File: src/rtl/fft8_frame_ctrl_if.sv
// Streaming ports of the 8-point FFT frame controller: serial real samples in, complex bins out.
interface fft8_frame_ctrl_if #(
    parameter int DATA_W = 32
);
    logic              in_valid;
    logic              in_ready;
    logic [DATA_W-1:0] in_data;
    logic              out_valid;
    logic              out_ready;
    logic [DATA_W-1:0] out_re;
    logic [DATA_W-1:0] out_im;
    logic [2:0]        out_idx;
    logic              out_last;

    modport slave (
        input  in_valid, in_data, out_ready,
        output in_ready, out_valid, out_re, out_im, out_idx, out_last
    );

    modport master (
        output in_valid, in_data, out_ready,
        input  in_ready, out_valid, out_re, out_im, out_idx, out_last
    );
endinterface

File: src/rtl/fft8_frame_ctrl.sv
// Frame sequencer around a combinational 8-point FFT core: gathers 8 samples, lets the core
// settle, captures the 16 result words and streams the bins out while the next frame loads.
module fft8_frame_ctrl #(
    parameter int DATA_W = 32,
    parameter int SETTLE = 2,
    parameter int CNT_W  = 16
) (
    input  logic                clk,
    input  logic                rst_n,
    input  logic                clear,
    fft8_frame_ctrl_if.slave    io,
    output logic [8*DATA_W-1:0] core_a,
    input  logic [8*DATA_W-1:0] core_xr,
    input  logic [8*DATA_W-1:0] core_xi,
    output logic                busy,
    output logic [CNT_W-1:0]    frame_cnt
);
    typedef enum logic [1:0] {
        ST_LOAD   = 2'd0,
        ST_SETTLE = 2'd1,
        ST_UNLOAD = 2'd2
    } state_t;

    localparam logic [3:0] SETTLE_M1 = 4'(SETTLE - 1);

    state_t              state_r, state_s;
    logic                run_r;
    logic [2:0]          wr_idx_r;
    logic [2:0]          rd_idx_r, rd_idx_s;
    logic                frame_full_r, frame_full_s;
    logic                res_valid_r, res_valid_s;
    logic [3:0]          settle_r, settle_s;
    logic [CNT_W-1:0]    frame_cnt_r;
    logic [8*DATA_W-1:0] core_a_r;
    logic [DATA_W-1:0]   res_re_r [0:7];
    logic [DATA_W-1:0]   res_im_r [0:7];
    logic                capture_s, cnt_inc_s;
    logic                in_ready_s, in_acc_s, out_acc_s;

    // run_r keeps in_ready low through reset and releases it one edge later
    assign in_ready_s = run_r && !frame_full_r && (state_r != ST_SETTLE);
    assign in_acc_s   = io.in_valid && in_ready_s && !clear;
    assign out_acc_s  = res_valid_r && io.out_ready && !clear;

    // Next-state and control decode
    always_comb begin
        state_s      = state_r;
        settle_s     = settle_r;
        frame_full_s = frame_full_r;
        res_valid_s  = res_valid_r;
        rd_idx_s     = rd_idx_r;
        capture_s    = 1'b0;
        cnt_inc_s    = 1'b0;
        if (in_acc_s && (wr_idx_r == 3'd7)) begin
            frame_full_s = 1'b1;
        end else begin
            frame_full_s = frame_full_r;
        end
        case (state_r)
            ST_LOAD: begin
                if (frame_full_r && !res_valid_r) begin
                    state_s  = ST_SETTLE;
                    settle_s = SETTLE_M1;
                end else begin
                    state_s = ST_LOAD;
                end
            end
            ST_SETTLE: begin
                if (settle_r == 4'd0) begin
                    capture_s    = 1'b1;
                    res_valid_s  = 1'b1;
                    frame_full_s = 1'b0;
                    rd_idx_s     = 3'd0;
                    state_s      = ST_UNLOAD;
                end else begin
                    settle_s = settle_r - 4'd1;
                end
            end
            ST_UNLOAD: begin
                if (out_acc_s) begin
                    rd_idx_s = rd_idx_r + 3'd1;
                    if (rd_idx_r == 3'd7) begin
                        res_valid_s = 1'b0;
                        cnt_inc_s   = 1'b1;
                        // a frame completed during unload goes straight to settling
                        if (frame_full_r) begin
                            state_s  = ST_SETTLE;
                            settle_s = SETTLE_M1;
                        end else begin
                            state_s = ST_LOAD;
                        end
                    end else begin
                        state_s = ST_UNLOAD;
                    end
                end else begin
                    state_s = ST_UNLOAD;
                end
            end
            default: begin
                state_s = ST_LOAD;
            end
        endcase
        if (clear) begin
            state_s      = ST_LOAD;
            settle_s     = 4'd0;
            frame_full_s = 1'b0;
            res_valid_s  = 1'b0;
            rd_idx_s     = 3'd0;
            capture_s    = 1'b0;
            cnt_inc_s    = 1'b0;
        end else begin
            cnt_inc_s = cnt_inc_s;
        end
    end

    // Control state registers
    always_ff @(posedge clk or negedge rst_n) begin
        if (!rst_n) begin
            state_r      <= ST_LOAD;
            run_r        <= 1'b0;
            settle_r     <= 4'd0;
            frame_full_r <= 1'b0;
            res_valid_r  <= 1'b0;
            rd_idx_r     <= 3'd0;
            frame_cnt_r  <= '0;
        end else begin
            state_r      <= state_s;
            run_r        <= 1'b1;
            settle_r     <= settle_s;
            frame_full_r <= frame_full_s;
            res_valid_r  <= res_valid_s;
            rd_idx_r     <= rd_idx_s;
            if (cnt_inc_s) begin
                frame_cnt_r <= frame_cnt_r + {{(CNT_W-1){1'b0}}, 1'b1};
            end else begin
                frame_cnt_r <= frame_cnt_r;
            end
        end
    end

    // Input slot writes; clear rewinds the slot pointer but keeps the held samples
    always_ff @(posedge clk or negedge rst_n) begin
        if (!rst_n) begin
            wr_idx_r <= 3'd0;
            core_a_r <= '0;
        end else if (clear) begin
            wr_idx_r <= 3'd0;
        end else if (in_acc_s) begin
            core_a_r[int'(wr_idx_r)*DATA_W +: DATA_W] <= io.in_data;
            wr_idx_r <= wr_idx_r + 3'd1;
        end else begin
            wr_idx_r <= wr_idx_r;
        end
    end

    // Result capture from the settled core outputs
    always_ff @(posedge clk or negedge rst_n) begin
        if (!rst_n) begin
            for (int k = 0; k < 8; k++) begin
                res_re_r[k] <= '0;
                res_im_r[k] <= '0;
            end
        end else if (capture_s) begin
            for (int k = 0; k < 8; k++) begin
                res_re_r[k] <= core_xr[k*DATA_W +: DATA_W];
                res_im_r[k] <= core_xi[k*DATA_W +: DATA_W];
            end
        end else begin
            for (int k = 0; k < 8; k++) begin
                res_re_r[k] <= res_re_r[k];
                res_im_r[k] <= res_im_r[k];
            end
        end
    end

    assign io.in_ready  = in_ready_s;
    assign io.out_valid = res_valid_r;
    assign io.out_re    = res_re_r[rd_idx_r];
    assign io.out_im    = res_im_r[rd_idx_r];
    assign io.out_idx   = rd_idx_r;
    assign io.out_last  = (rd_idx_r == 3'd7);
    assign core_a       = core_a_r;
    assign frame_cnt    = frame_cnt_r;
    assign busy         = (state_r == ST_SETTLE) || res_valid_r || frame_full_r || (wr_idx_r != 3'd0);
endmodule

File: src/flat_wrapper.sv
// flat-port wrapper written by rule: the top's interface ports become plain ports
module fft8_frame_ctrl_flat 
#(
    parameter int DATA_W = 32,
    parameter int SETTLE = 2,
    parameter int CNT_W  = 16
)
  (clk, rst_n, clear, core_a, core_xr, core_xi, busy, frame_cnt, io_in_valid, io_in_data, io_out_ready, io_in_ready, io_out_valid, io_out_re, io_out_im, io_out_idx, io_out_last);
  fft8_frame_ctrl_if #(.DATA_W(DATA_W)) io_i ();
  input  logic clk;
  input  logic rst_n;
  input  logic clear;
  output logic [8*DATA_W-1:0] core_a;
  input  logic [8*DATA_W-1:0] core_xr;
  input  logic [8*DATA_W-1:0] core_xi;
  output logic busy;
  output logic [CNT_W-1:0] frame_cnt;
  input wire logic [$bits(io_i.in_valid)-1:0] io_in_valid;
  input wire logic [$bits(io_i.in_data)-1:0] io_in_data;
  input wire logic [$bits(io_i.out_ready)-1:0] io_out_ready;
  output wire logic [$bits(io_i.in_ready)-1:0] io_in_ready;
  output wire logic [$bits(io_i.out_valid)-1:0] io_out_valid;
  output wire logic [$bits(io_i.out_re)-1:0] io_out_re;
  output wire logic [$bits(io_i.out_im)-1:0] io_out_im;
  output wire logic [$bits(io_i.out_idx)-1:0] io_out_idx;
  output wire logic [$bits(io_i.out_last)-1:0] io_out_last;
  assign io_i.in_valid = io_in_valid;
  assign io_i.in_data = io_in_data;
  assign io_i.out_ready = io_out_ready;
  assign io_in_ready = io_i.in_ready;
  assign io_out_valid = io_i.out_valid;
  assign io_out_re = io_i.out_re;
  assign io_out_im = io_i.out_im;
  assign io_out_idx = io_i.out_idx;
  assign io_out_last = io_i.out_last;
  fft8_frame_ctrl #(.DATA_W(DATA_W), .SETTLE(SETTLE), .CNT_W(CNT_W)) u_core (.clk(clk), .rst_n(rst_n), .clear(clear), .io(io_i), .core_a(core_a), .core_xr(core_xr), .core_xi(core_xi), .busy(busy), .frame_cnt(frame_cnt));
endmodule
File: config.mk
export PLATFORM = sky130hd
export DESIGN_NAME = fft8_frame_ctrl_flat
export DESIGN_NICKNAME = d
export VERILOG_FILES = /design/src/rtl/fft8_frame_ctrl_if.sv /design/src/rtl/fft8_frame_ctrl.sv /design/src/flat_wrapper.sv
export SDC_FILE = /design/constraint.sdc
export NUM_CORES = 2
export LEC_CHECK = 0
export BUFFER_PORTS_ARGS = -buffer_cell sky130_fd_sc_hd__buf_2
export CORE_AREA = 10 10 343 345
export DETAILED_ROUTE_END_ITERATION = 6
export DIE_AREA = 0 0 353 355
export SLEW_MARGIN = 40
export SYNTH_ARGS = -nofsm -noshare
export SYNTH_HDL_FRONTEND = slang
export SYNTH_SLANG_ARGS = --single-unit
File: constraint.sdc
create_clock -name clk -period 3 [get_ports clk]
set_clock_uncertainty 0.05 [all_clocks]
set_input_delay 0.6 -clock clk [delete_from_list [all_inputs] [get_ports clk]]
set_output_delay 0.6 -clock clk [all_outputs]
set_load 0.005 [all_outputs]
## Word level (Yosys, flattened, before mapping)

Index checks and enable logic that the tools add are counted.

| storage, ports and cells | value |
|---|---|
| logic and storage cells | 113 |
| register bits | 799 |
| input bits | 549 |
| output and inout port bits | 343 |

| cells by class | value |
|---|---|
| mux-type cells | 43 |
| $add $sub $neg | 5 |
| shift operators | 2 |
| magnitude comparators | 1 |
| reduce and logical (&&, ||, !) cells | 24 |
| equality and inequality tests | 11 |
| bitwise operators | 2 |

Operator list:

| kind | count |
|---|---|
| 256-bit bitwise mux | 1 |
| 32-bit by 33-bit variable shift with 256-bit output, first input constant | 1 |
| 32-bit by 33-bit variable part select with 256-bit output | 1 |
| 32-bit binary-select mux with 3-bit select | 2 |
| 32-bit two-way mux | 4 |
| 8-bit negator with 33-bit output | 1 |
| 4-bit two-way mux | 6 |
| 1-bit two-way mux | 17 |
| 16-bit by 1-bit adder with 16-bit output, second input constant | 1 |
| 3-bit two-way mux | 5 |
| 3-bit by 2-bit inequality test with 1-bit output, second input constant | 4 |
| 4-bit case mux with 3 select lines | 1 |
| 1-bit logical AND | 8 |
| 2-bit two-way mux | 4 |
| 3-bit by 1-bit adder with 3-bit output, second input constant | 2 |
| 3-bit == test, second input constant | 2 |
| 3-bit inequality test, second input constant | 2 |
| 2-bit case mux with 3 select lines | 1 |
| 3-bit case mux with 2 select lines | 1 |
| 6-bit AND reduction | 1 |
| 3-bit nonzero test | 2 |
| 4-bit >= comparator, second input constant | 1 |
| 4-bit logical NOT | 1 |
| 3-bit inverter with 4-bit output | 1 |
| other kinds (14) | 18 |

## Depth between registers and ports, before layout

| depth | value |
|---|---|
| word-level depth | 10 |
| mapped depth | 9 |
| gate-level depth less buffers | 7 |

## Worst setup path before layout

OpenSTA, ideal clock, no wires.

| path | value |
|---|---|
| path kind | register -> output |
| from | register u_core.rd_idx_r[0], in the netlist u_core.io.out_idx[0] |
| to | output io_out_im[0] |
| stages on the path, launching flop included | 6 |
| required time | 2350 ps |
| arrival time | 1839 ps |
| slack | 511 ps |
| path buffers | 3 |
| cell sequence | dfrtp_1 -> clkbuf_1 -> clkbuf_1 -> buf_2 -> mux4_2 -> mux2_2 |

| between the ends | value |
|---|---|
| longest elaborated chain between the ends | 4 |

RTL lines:

| what | line | text |
|---|---|---|
| start: declaration | fft8_frame_ctrl.sv:29 | `logic [2:0] rd_idx_r, rd_idx_s;` |
| start signal: assignment | fft8_frame_ctrl.sv:132 | `rd_idx_r <= rd_idx_s;` |
| 3-bit inverter with 4-bit output (not written as such) | fft8_frame_ctrl.sv:179 | `assign io.out_im = res_im_r[rd_idx_r];` |
| 32-bit binary-select mux with 3-bit select | fft8_frame_ctrl.sv:179 |  |
| 32-bit two-way mux (not written as such) (2 in a row) | fft8_frame_ctrl.sv:179 |  |
| end: declaration | flat_wrapper.sv:24 | `output wire logic [$bits(io_i.out_im)-1:0] io_out_im;` |

Every way passes these cells. The select of a mux whose other input is x is not followed.

## Final worst setup path

| path | value |
|---|---|
| from | register u_core.rd_idx_r[0], in the netlist u_core.io.out_idx[0] |
| to | output io_out_im[13] |

The elaborated chain is that of the path after synthesis.

==> summary.txt <==
Run status
  • Status: finished with violations
  • Violated checks: setup timing

Placed design
  • Hpwl dp: 84490 um
  • Port Buffers: 891
  • GP Congestion: 0.8315
  • Placed Area: 0.04083 mm^2
  • Worst slack, placed: 0.1907 ns
  • Placed insts: 4415

STA
  • Setup TNS Final: -6.261 ns
  • Worst Setup Slack, final: -0.1526 ns
  • Normalized max-slew margin: 50.75%
  • Finish-stage setup viols: 64
  • Hold Slack: 0.1108 ns
  • Max Slew Vio Count: 0
  • Slew @ Worst Pin: 0.7388 ns
  • RSZ-0062 raised after global routing: yes
  • Hold Vio Cnt, Final: 0
  • Fmax: 317.2 MHz
  • Final worst path period share: 105.1%
  • Min Tclk post-route: 3.153 ns

Setup path
  • Startpoint Class: flip-flop
  • CP Data Required Time: 2.35 ns
  • Top cell by count, worst path: buf_12
  • Crit Path Class: reg2out
  • FF-to-FF path depth: 7
  • CP Cell Sequence: buf_12 -> buf_12 -> buf_12 -> mux4_2 -> mux2_4 -> buf_6
  • Crit path largest cell delay: 0.51 ns
  • Buffer and inverter count on the worst path: 4
  • Arr. time, crit path: 2.50 ns
  • Slowest CP cell: mux4_2
  • CP delay by family, top: multiplexers
  • Crit. End Element: output port
  • Max FO, Critical Path: 8
  • Total stage count of the critical path: 6

Finish
  • Area Overhead vs Synth: 32.09%
  • Fin area: 0.04532 mm^2
  • Layout cell share with drive strength beyond 1: 67.10%
  • Final std cells w/o fill: 4634
  • NumNets Final: 3610

Floorplanning
  • Io pins: 892
  • Die X: 353 um
  • Chip Height: 355 um
  • Die area: 0.1253 mm^2
  • Initial Utilization: 31.09%
  • Core ar.: 0.1104 mm^2
  • Site row count: 122

Logic synthesis
  • EDFF count, synth: 0
  • Part of the Yosys area used for sequential elements: 58.28%
  • Mean Syn Cell Area: 16.41 um^2
  • Async SR Flop Fraction: 100.0%
  • Cells after synthesis: 2091
  • Synth Register Bits: 799
  • Cell Area, Synth: 0.03431 mm^2
  • Post-synth top cells: 799 x dfrtp_1, 778 x mux2_2, 128 x mux4_2
  • Synth Flop Type: dfrtp_1
  • Syn_nets: 2649
  • Yosys warnings: 0
  • Unique masters post-synth: 49
  • Most numerous cell in the Yosys netlist: dfrtp_1
  • Synth area leaders: dfrtp_1 58%, mux2_2 26%, mux4_2 8.4%
  • Synth top area share: 58.28%
  • Post-synth top area cell: dfrtp_1

Clock network
  • Clk root buf: clkbuf_16
  • Clock latency on the worst-skew pair: 0.66 ns
  • CTS max path bufs: 3
  • Clock sink count: 799
  • # H-tree levels: 3
  • Cts bufs inserted: 90
  • Clk pin slew, worst setup/hold paths: 0.06 ns
  • CTS tree: yes

Power
  • Worst vdd ir: 0.0004743 V
  • Total power divided by cell area: 591.0 mW/mm^2
  • Leakage power: 22.02 nW

GRT
  • Antenna violations before repair: 40
  • Vias in the first global route: 24209
  • Largest net degree at the start of global routing: 73
  • First-pass GRT wire length: 165200 um
  • Tot GR Track Use: 17.52%
  • GR Overflow Total: 0

Job
  • Max Cap Viol: 0

Min path
  • Hold Path Class: in2reg
  • Hold depth: 2

Route
  • Starting DRT DRC Count: 1078
  • Antenna Violating Nets Remaining: 0
  • Routed len/inst: 24.57 um
  • Vias: 21911
  • Via-to-Cell Ratio: 4.728
  • # DRC: 0
  • DRT Pass-1 Iters: 5
  • Routed WL: 113900 um
[power breakdown]
part           leakage [nW]  internal (mW)  switching [mW]  total (mW)
Sequential             10.5           11.8           0.582        12.3
Combinational          10.0           1.67            1.15        2.82
Clock                  1.56           6.97            4.66        11.6
[cells in the final DEF, fill, tap and decap left out, types with 3 or more instances in the layout]
cell / count
buf_2: 836
dfrtp_1: 796
mux2_2: 725
mux4_2: 128
clkbuf_16: 93
mux2_4: 83
buf_6: 59
buf_4: 44
and2_1: 43
buf_12: 40
nand2_1: 37
clkbuf_8: 29
diode_2: 21
o21ai_0: 20
clkbuf_1: 18
nor2_1: 12
nand3_1: 12
xnor2_1: 11
buf_16: 9
inv_1: 8
nand4_1: 7
mux2_1: 7
ha_1: 7
bufinv_16: 7
clkinv_2: 7
buf_8: 7
a21oi_1: 6
xor2_1: 5
and3_1: 4
nand3b_1: 4
clkinv_16: 4
clkinvlp_4: 4
and2b_1: 3
nor3b_1: 3
and4_1: 3
dfrtp_4: 3
[sequential cells by signal, summed over array words and instances (netlist names)]
name and cells:
u_core.frame_cnt 16, u_core.res_im_r 256, u_core.state_r 2, u_core.res_re_r 256
u_core.settle_r 4, u_core.wr_idx_r 3, u_core.frame_full_r 1, u_core.core_a 256
u_core.io.out_idx 3, u_core.run_r 1, u_core.io.out_valid 1
[area by class of cell]
| type | instances | area (um^2) |
|---|---|---|
| multi-input combinational | 1155 | 13770 |
| sequential | 799 | 20010 |
| fill | 10332 | 65050 |
| timing repair buffer | 998 | 6392 |
| clock inverter | 27 | 461.7 |
| inverter | 8 | 30.03 |
| clock buffer | 138 | 2744 |
| antenna | 21 | 52.55 |
| tap | 1488 | 1862 |
[metrics by stage]
stage	total power [mW]	util [%]
CTS	27.14	40.84
global placement	15.18	37.00
floorplan	13.59	-
detailed placement	15.23	37.00
global route	27.89	41.04
finish	26.78	41.06
[timing repair]
item,4_1_cts,5_1_grt
hold buffers,1,0
hold endpoints to repair,36,0
setup endpoints to repair,65,65
setup buffers,19,5
cloned,8,2
gates resized for setup,129,32
[cell families (layout without fill, tap and decap cells)]
logic type / count (synthesis) / in the layout / synth area share, %
xor+xnor: 16 / 16 / 0.4085
compound gates: 34 / 34 / 0.5617
other cells: 1 / 22 / 0.01093
simple gates: 150 / 150 / 2.535
flops: 799 / 799 / 58.28
fa+ha+maj: 9 / 9 / 0.3282
buf+inv: 137 / 1171 / 2.334
mux: 945 / 945 / 35.54
[final timing paths]
| check | end | startpoint | slack, ns |
|---|---|---|---|
| max | io_out_im[13] | u_core.io.out_idx[0] | -0.15 |
| min | u_core.res_im_r[56] | core_xi[216] | 0.11 |
| max reg2reg | u_core.core_a[210] | u_core.wr_idx_r[0] | 0.33 |
| min reg2reg | u_core.frame_cnt[15] | u_core.frame_cnt[15] | 0.41 |
| max in group asynchronous | u_core.res_im_r[77] | rst_n | 1.49 |
| min in group asynchronous | u_core.core_a[157] | rst_n | 0.53 |
[per-layer routing]
metal | track usage (%) | up-vias | part of all wire, %
met4 | 6.505 | 30 | 3.6
met5 | 0 | - | 0.18
met2 | 30.45 | 698 | 51
met1 | 20.18 | 11356 | 39
met3 | 5.405 | 207 | 6.5
li1 | - | 9620 | -
Note: power is estimated with default switching activity, not from simulation.
